## src/rtl/pipeline_ctrl.sv

```systemverilog
// Stall/flush/redirect sequencer for the IF/ID/EX/MEM/WB pipeline.
// Ports: per-stage stall requests, EX mispredict, MEM exc/eret in;
// stall[4:0], flush[3:0], redirect_valid/pc, busy_redirect,
// stall_cycles out.
module pipeline_ctrl #(
  parameter int                ADDR_W     = 32,
  parameter logic [ADDR_W-1:0] EXC_VECTOR = 32'hBFC00380
) (
  input  logic              clk,
  input  logic              rst,
  input  logic              if_stall_req,
  input  logic              id_stall_req,
  input  logic              ex_stall_req,
  input  logic              mem_stall_req,
  input  logic              ex_mispredict,
  input  logic [ADDR_W-1:0] ex_target,
  input  logic              mem_exc,
  input  logic              mem_eret,
  input  logic [ADDR_W-1:0] cp0_epc,
  output logic [4:0]        stall,
  output logic [3:0]        flush,
  output logic              redirect_valid,
  output logic [ADDR_W-1:0] redirect_pc,
  output logic              busy_redirect,
  output logic [31:0]       stall_cycles
);

  typedef enum logic {
    RUN,
    WAIT_IF
  } state_t;

  state_t            state;
  state_t            state_nxt;
  logic [ADDR_W-1:0] pend_pc;
  logic [ADDR_W-1:0] pend_nxt;
  logic [31:0]       cnt;

  logic [4:0]        base;
  logic [4:0]        st;
  logic [3:0]        fl;
  logic              rv;
  logic [ADDR_W-1:0] rpc;
  logic              take;
  logic              take_exc;
  logic              take_eret;
  logic              take_mis;
  logic [ADDR_W-1:0] tgt;

  // A stall at stage s freezes every older-to-younger stage below it.
  always_comb begin
    base    = '0;
    base[3] = mem_stall_req;
    base[2] = mem_stall_req | ex_stall_req;
    base[1] = base[2] | id_stall_req;
    base[0] = base[1] | if_stall_req;
  end

  // A MEM instruction stalled on the dcache has not committed yet.
  assign take      = (state == RUN) && !mem_stall_req;
  assign take_exc  = take && mem_exc;
  assign take_eret = take && !mem_exc && mem_eret;
  assign take_mis  = take && !mem_exc && !mem_eret
                     && ex_mispredict;

  always_comb begin
    tgt = ex_target;
    if (mem_exc)
      tgt = EXC_VECTOR;
    else if (mem_eret)
      tgt = cp0_epc;
  end

  always_comb begin
    st        = base;
    fl        = '0;
    rv        = 1'b0;
    rpc       = '0;
    state_nxt = state;
    pend_nxt  = pend_pc;
    if (state == RUN) begin
      if (take_exc || take_eret) begin
        st = '0;
        fl = 4'b1111;
      end else if (take_mis) begin
        st = {base[4:2], 2'b00};
        fl = 4'b0011;
      end
      if (take_exc || take_eret || take_mis) begin
        if (!if_stall_req) begin
          rv  = 1'b1;
          rpc = tgt;
        end else begin
          state_nxt = WAIT_IF;
          pend_nxt  = tgt;
        end
      end
    end else begin
      // The outstanding fetch is from the dead path.
      fl = 4'b0001;
      if (mem_exc && !mem_stall_req) begin
        st       = '0;
        fl       = 4'b1111;
        pend_nxt = EXC_VECTOR;
      end
      if (!if_stall_req) begin
        rv        = 1'b1;
        rpc       = pend_nxt;
        state_nxt = RUN;
      end
    end
  end

  always_ff @(posedge clk or posedge rst) begin
    if (rst) begin
      state   <= RUN;
      pend_pc <= '0;
      cnt     <= '0;
    end else begin
      state   <= state_nxt;
      pend_pc <= pend_nxt;
      if (st[0])
        cnt <= cnt + 32'd1;
    end
  end

  // Outputs are forced idle while reset is held.
  assign stall          = rst ? '0 : st;
  assign flush          = rst ? '0 : fl;
  assign redirect_valid = rst ? 1'b0 : rv;
  assign redirect_pc    = rst ? '0 : rpc;
  assign busy_redirect  = !rst && (state == WAIT_IF);
  assign stall_cycles   = cnt;

endmodule

```

## config.mk

```make
export PLATFORM = sky130hd
export DESIGN_NAME = pipeline_ctrl
export DESIGN_NICKNAME = d
export VERILOG_FILES = /design/src/rtl/pipeline_ctrl.sv
export SDC_FILE = /design/constraint.sdc
export NUM_CORES = 1
export LEC_CHECK = 0
export ABC_AREA = 1
export CAP_MARGIN = 10
export CORE_UTILIZATION = 40
export CTS_BUF_LIST = sky130_fd_sc_hd__clkbuf_8
export DETAILED_ROUTE_END_ITERATION = 12
export PLACE_DENSITY = 0.82
export SLEW_MARGIN = 20
export SYNTH_ARGS = -nofsm -noshare
export SYNTH_HDL_FRONTEND = slang
export SYNTH_SLANG_ARGS = --single-unit
```

## constraint.sdc

```tcl
create_clock -name clk -period 5.35 [get_ports clk]
set_input_delay 1.3375 -clock clk [delete_from_list [all_inputs] [get_ports clk]]
set_output_delay 1.3375 -clock clk [all_outputs]
set_load 0.03 [all_outputs]
```

# After elaboration in Yosys (flattened, before gate mapping)
# Index checks and enable logic that the tools add are counted.
dict set report totals {
  register_bits 65
  input_bits 73
  output_inout_bits 75
}
dict set report op_classes {
  n_addsub 1
  mux 28
  bitwise_logic 4
  reduce_logical 17
}
# op n
set op_table {}
lappend op_table {{two-way mux 32 bit} 11}
lappend op_table {{adder 32 x 1 -> 32 bit, second input constant} 1}
lappend op_table {{two-way mux 4 bit} 6}
lappend op_table {{two-way mux 5 bit} 2}
lappend op_table {{logical AND 1 bit} 8}
lappend op_table {{two-way mux 1 bit} 7}
lappend op_table {{logical NOT 1 bit} 4}
lappend op_table {{two-way mux 2 bit} 2}
lappend op_table {{nonzero test 2 bit} 2}
lappend op_table {{bitwise OR 1 bit} 3}
lappend op_table {{logical OR 1 bit} 2}
lappend op_table {{AND reduction 2 bit} 1}
lappend op_table {{inverter 1 bit} 1}

# Longest topological paths before layout
dict set report logic_depth {
  depth_word 9
  depth_mapped 10
}

# Least setup slack after synthesis
# Ideal clock, no wire load.
dict set report synth_timing {
  path_kind {input -> output}
  startpoint {in rst}
  endpoint {out redirect_pc[3]}
  t_arrival_ps 3734
  t_required_ps 4013
  setup_slack_ps 279
  stages 4
  path_buffers 1
  path_cell_list {clkbuf_1 > inv_1 > nand2_1 > nor2_1}
}
dict set report synth_between {
  elab_chain_cells 1
}
# item line_no
set synth_rtl {}
lappend synth_rtl {{start: declaration} 10} ;# input logic rst,
lappend synth_rtl {{two-way mux 32 bit} 131} ;# assign redirect_pc = rst ? '0 : rpc;
lappend synth_rtl {{end: declaration} 23} ;# output logic [ADDR_W-1:0] redirect_pc,
# No other way between the ends.

# Worst setup path in the final report
dict set report layout_timing {
  startpoint {in mem_exc}
  endpoint {out redirect_pc[28]}
}
dict set report layout_between {
  elab_chain_cells 8
  elab_cells_between_ends 16
}
# item line_no
set layout_rtl {}
lappend layout_rtl {{start: declaration} 17} ;# input logic mem_exc,
lappend layout_rtl {{logical NOT 1 bit} {62, 63}}
lappend layout_rtl {{logical AND 1 bit} {62, 63}}
lappend layout_rtl {{logical AND 1 bit (on tied branches)} {62, 63}}
lappend layout_rtl {{logical OR 1 bit or logical AND 1 bit (tied branches)} {89, 64}}
lappend layout_rtl {{logical OR 1 bit} 89} ;# if (take_exc || take_eret || take_mis) begin
lappend layout_rtl {{two-way mux 32 bit} 89}
lappend layout_rtl {{two-way mux 32 bit (*)} 81} ;# if (state == RUN) begin
lappend layout_rtl {{two-way mux 32 bit (*)} 131}
# Mark *: on every way between the ends. The rest lies on a longest branch, timed or not.

==> impl_metrics.yaml <==
cells_and_area:
  fill_cells: 1057
  multi_input_area_um2: 2420
  area_growth_pct: 38.8
  fin_nets: 892
  seq_area_um2: 1630
  final_layout_size_suffix_gt1_share_pct: 7.78
  diodes: 0
worst_setup_path:
  crit_end: "redirect_pc[28]"
  reg2reg_depth: 8
  path_class: "primary input to primary output"
  startpoint: "mem_exc"
  crit_cells: 9
  worstPathRequired_ns: 4.01
  cpMaxStageDelayCell: "clkdlybuf4s50_1"
  r2r_start: "state$_DFF_PP0_"
  regToRegSetupSlack_ns: 3.09
  slowest_delay_ns: 0.78
  reg2reg_to: "stall_cycles[22]$_DFFE_PP0P_"
  worst_setup_path_start_kind: "primary input"
  arrival_ns: 3.71
  crit_chain: "clkdlybuf4s50_1, nor2_2, nand2_2, nand2_4, nor2_4, buf_4, a22oi_1, nor2_1, clkdlybuf4s50_1"
  cp-end-kind: "primary output"
  crit_buf_inv: 3
  crit_path_frequent_cell: "clkdlybuf4s50_1"
  critPathTopFamily: "buffers and inverters"
  critPathMaxFanout: 11
timing:
  slew_headroom_pct: 44.7
  hold_viol_final: 0
  period_share_pct: 94.4
  timing.hold.ws_ns: 0.511
  setup_tns_ns: 0
  period_minus_slack_ns: 5.05
  slew_violations: 0
  fin_skew_ns: 0.0104
  final-setup-viol-count: 0
  worst_pin_slew_ns: 0.829
  max_freq_mhz: 198
  rsz0062_at_grt: "no"
synth:
  syn-num-nets: 757
  syn_inst: 683
  ys.flop_type: "dfrtp_1"
  yosysMostFrequentCell: "nand2_1"
  synth-seq-cells: 65
  yosysWarnings: 0
  seq_area_frac_synth_pct: 36.6
  synth_area_per_cell_um2: 6.50
  ys_types: 32
  synth_top_area_share_pct: 36.6
  synth_area_leader_cell: "dfrtp_1"
  ys_top_cells_by_count: "nand2_1, nor2_1, o21ai_0"
  netlist_area_um2: 4440
  synthArstFlopShare_pct: 100
  synth_area_leaders: "dfrtp_1, nand2_1, nor2_1, o21ai_0, inv_1"
  synth_edf_count: 0
floorplanning:
  dieWidth_um: 107
  pin_count: 148
  die_h_um: 107
  start_util_pct: 41.0
  die_area_um2: 11500
  rows: 38
  fp.coreArea_um2: 10800
clock_network:
  htreeDepth: 3
  clock_path_buffers: 2
  cts_sinks: 65
  post-cts-setup-buffers: 0
  cts_resized: 0
  cts_buffers: 9
  clkTransAtPathRegs_ns: 0.07
  root_buffer: "clkbuf_8"
  clkLatencyLatePin_ns: 0.34
  cts_tree: "yes"
  cts_hold_buf: 0
place:
  hpwl_um: 9980
  gp_congestion: 0.931
  port_buffers: 146
status:
  status: "completed"
routing:
  firstDrtPassIters: 5
  drtIter0Drc: 299
  routed_via_density: 5.18
  num_vias: 4984
  finalWirelength_um: 13500
  drtAntennaViolNets: 0
  wire_per_inst_um: 14.0
  route.detailed.drc: 0
global_routing:
  grt_overflow: 0
  grt_pass1_vias: 4769
  grt_start_max_net_pins: 65
  grt_usage_pct: 24.6
  gr-usage-met3_pct: 5.21
  globalRouteMet2Util_pct: 41.2
  grt_use_met1_pct: 30.3
  top_usage_layer: "met2"
  antenna_found_initial: 0
  grt_pass1_wl_um: 22300
power_and_ir_drop:
  p_per_area_nw_per_um2: 268
  ir_drop_v: 0.000223
  p_leak_nw: 2.66
min_path:
  hp-class: "register to register"
flow_run:
  max-cap-violations: 0
## per-layer routing
metal,vias up,part of all wire (%)
li1,2457,-
met1,2244,42
met2,254,47
met3,29,8.5
met4,0,2.7
met5,-,0
## layout make-up
type                       instances  share of cell area (%)
inverter                          59                    3.59
clock inverter                     7                    1.54
timing repair buffer             158                    24.4
tap                              140                    2.84
sequential                        65                    26.4
multi-input combinational        525                    39.2
clock buffer                       9                    2.01
## state kept, by name, indices dropped and copies added (netlist names)
name / cells
state: 1
pend_pc: 32
stall_cycles: 32
## power breakdown
group	internal, mW	switching [mW]	total [mW]
registers	0.573	0.0652	0.638
clock network	0.262	0.203	0.465
logic	0.218	0.330	0.547
total	1.05	0.598	1.65
## logic make-up (layout without fill, tap and decap cells)
| family | Yosys count | in the layout | share of synthesized area, % |
|---|---|---|---|
| flops | 65 | 65 | 36.6 |
| other cells | 1 | 1 | 0.0845 |
| simple gates | 376 | 376 | 34.6 |
| buf+inv | 93 | 233 | 8.88 |
| compound gates | 132 | 132 | 16.6 |
| xor+xnor | 15 | 15 | 2.96 |
| fa+ha+maj | 1 | 1 | 0.282 |
## cells in the final DEF (no fill, tap or decap), types with 5 or more instances in the layout
master / count
a21oi_1: 27
a22oi_1: 9
buf_4: 32
clkbuf_8: 9
clkdlybuf4s50_1: 126
dfrtp_1: 65
inv_1: 55
nand2_1: 180
nand3_1: 38
nand4_1: 6
nor2_1: 132
nor2_2: 5
o211ai_1: 5
o21a_1: 14
o21ai_0: 71
xnor2_1: 6
xor2_1: 9
## worst min path at each step
stage,from,to,cells past startpoint
after CTS,pend_pc[15]$_DFFE_PP0P_,pend_pc[15]$_DFFE_PP0P_,2
after floorplan,pend_pc[4]$_DFFE_PP0P_,pend_pc[4]$_DFFE_PP0P_,2
final,pend_pc[6]$_DFFE_PP0P_,pend_pc[6]$_DFFE_PP0P_,2
after detailed placement,pend_pc[15]$_DFFE_PP0P_,pend_pc[15]$_DFFE_PP0P_,2
after global routing,pend_pc[15]$_DFFE_PP0P_,pend_pc[15]$_DFFE_PP0P_,2
after global placement,pend_pc[4]$_DFFE_PP0P_,pend_pc[4]$_DFFE_PP0P_,2
## metrics by stage
stage	power (mW)	std cells	worst slack, ns	utilization [%]	instance area, µm²
6_report	1.65	963	0.298	56.8	6160
5_1_grt	1.75	963	0.139	56.8	6160
4_1_cts	1.66	963	0.345	56.8	6160
3_5_place_dp	1.19	947	0.359	54.8	5940
3_3_place_gp	1.18	947	0.366	54.8	5940
2_1_floorplan	0.970	683	0.279	-	4440
## worst min-delay path, stage by stage, from the launching register on
cell and delay (ns):
dfrtp_1 0.34, o21ai_0 0.07, o21ai_0 0.06
No activity file was read; power rests on OpenSTA's default activity.
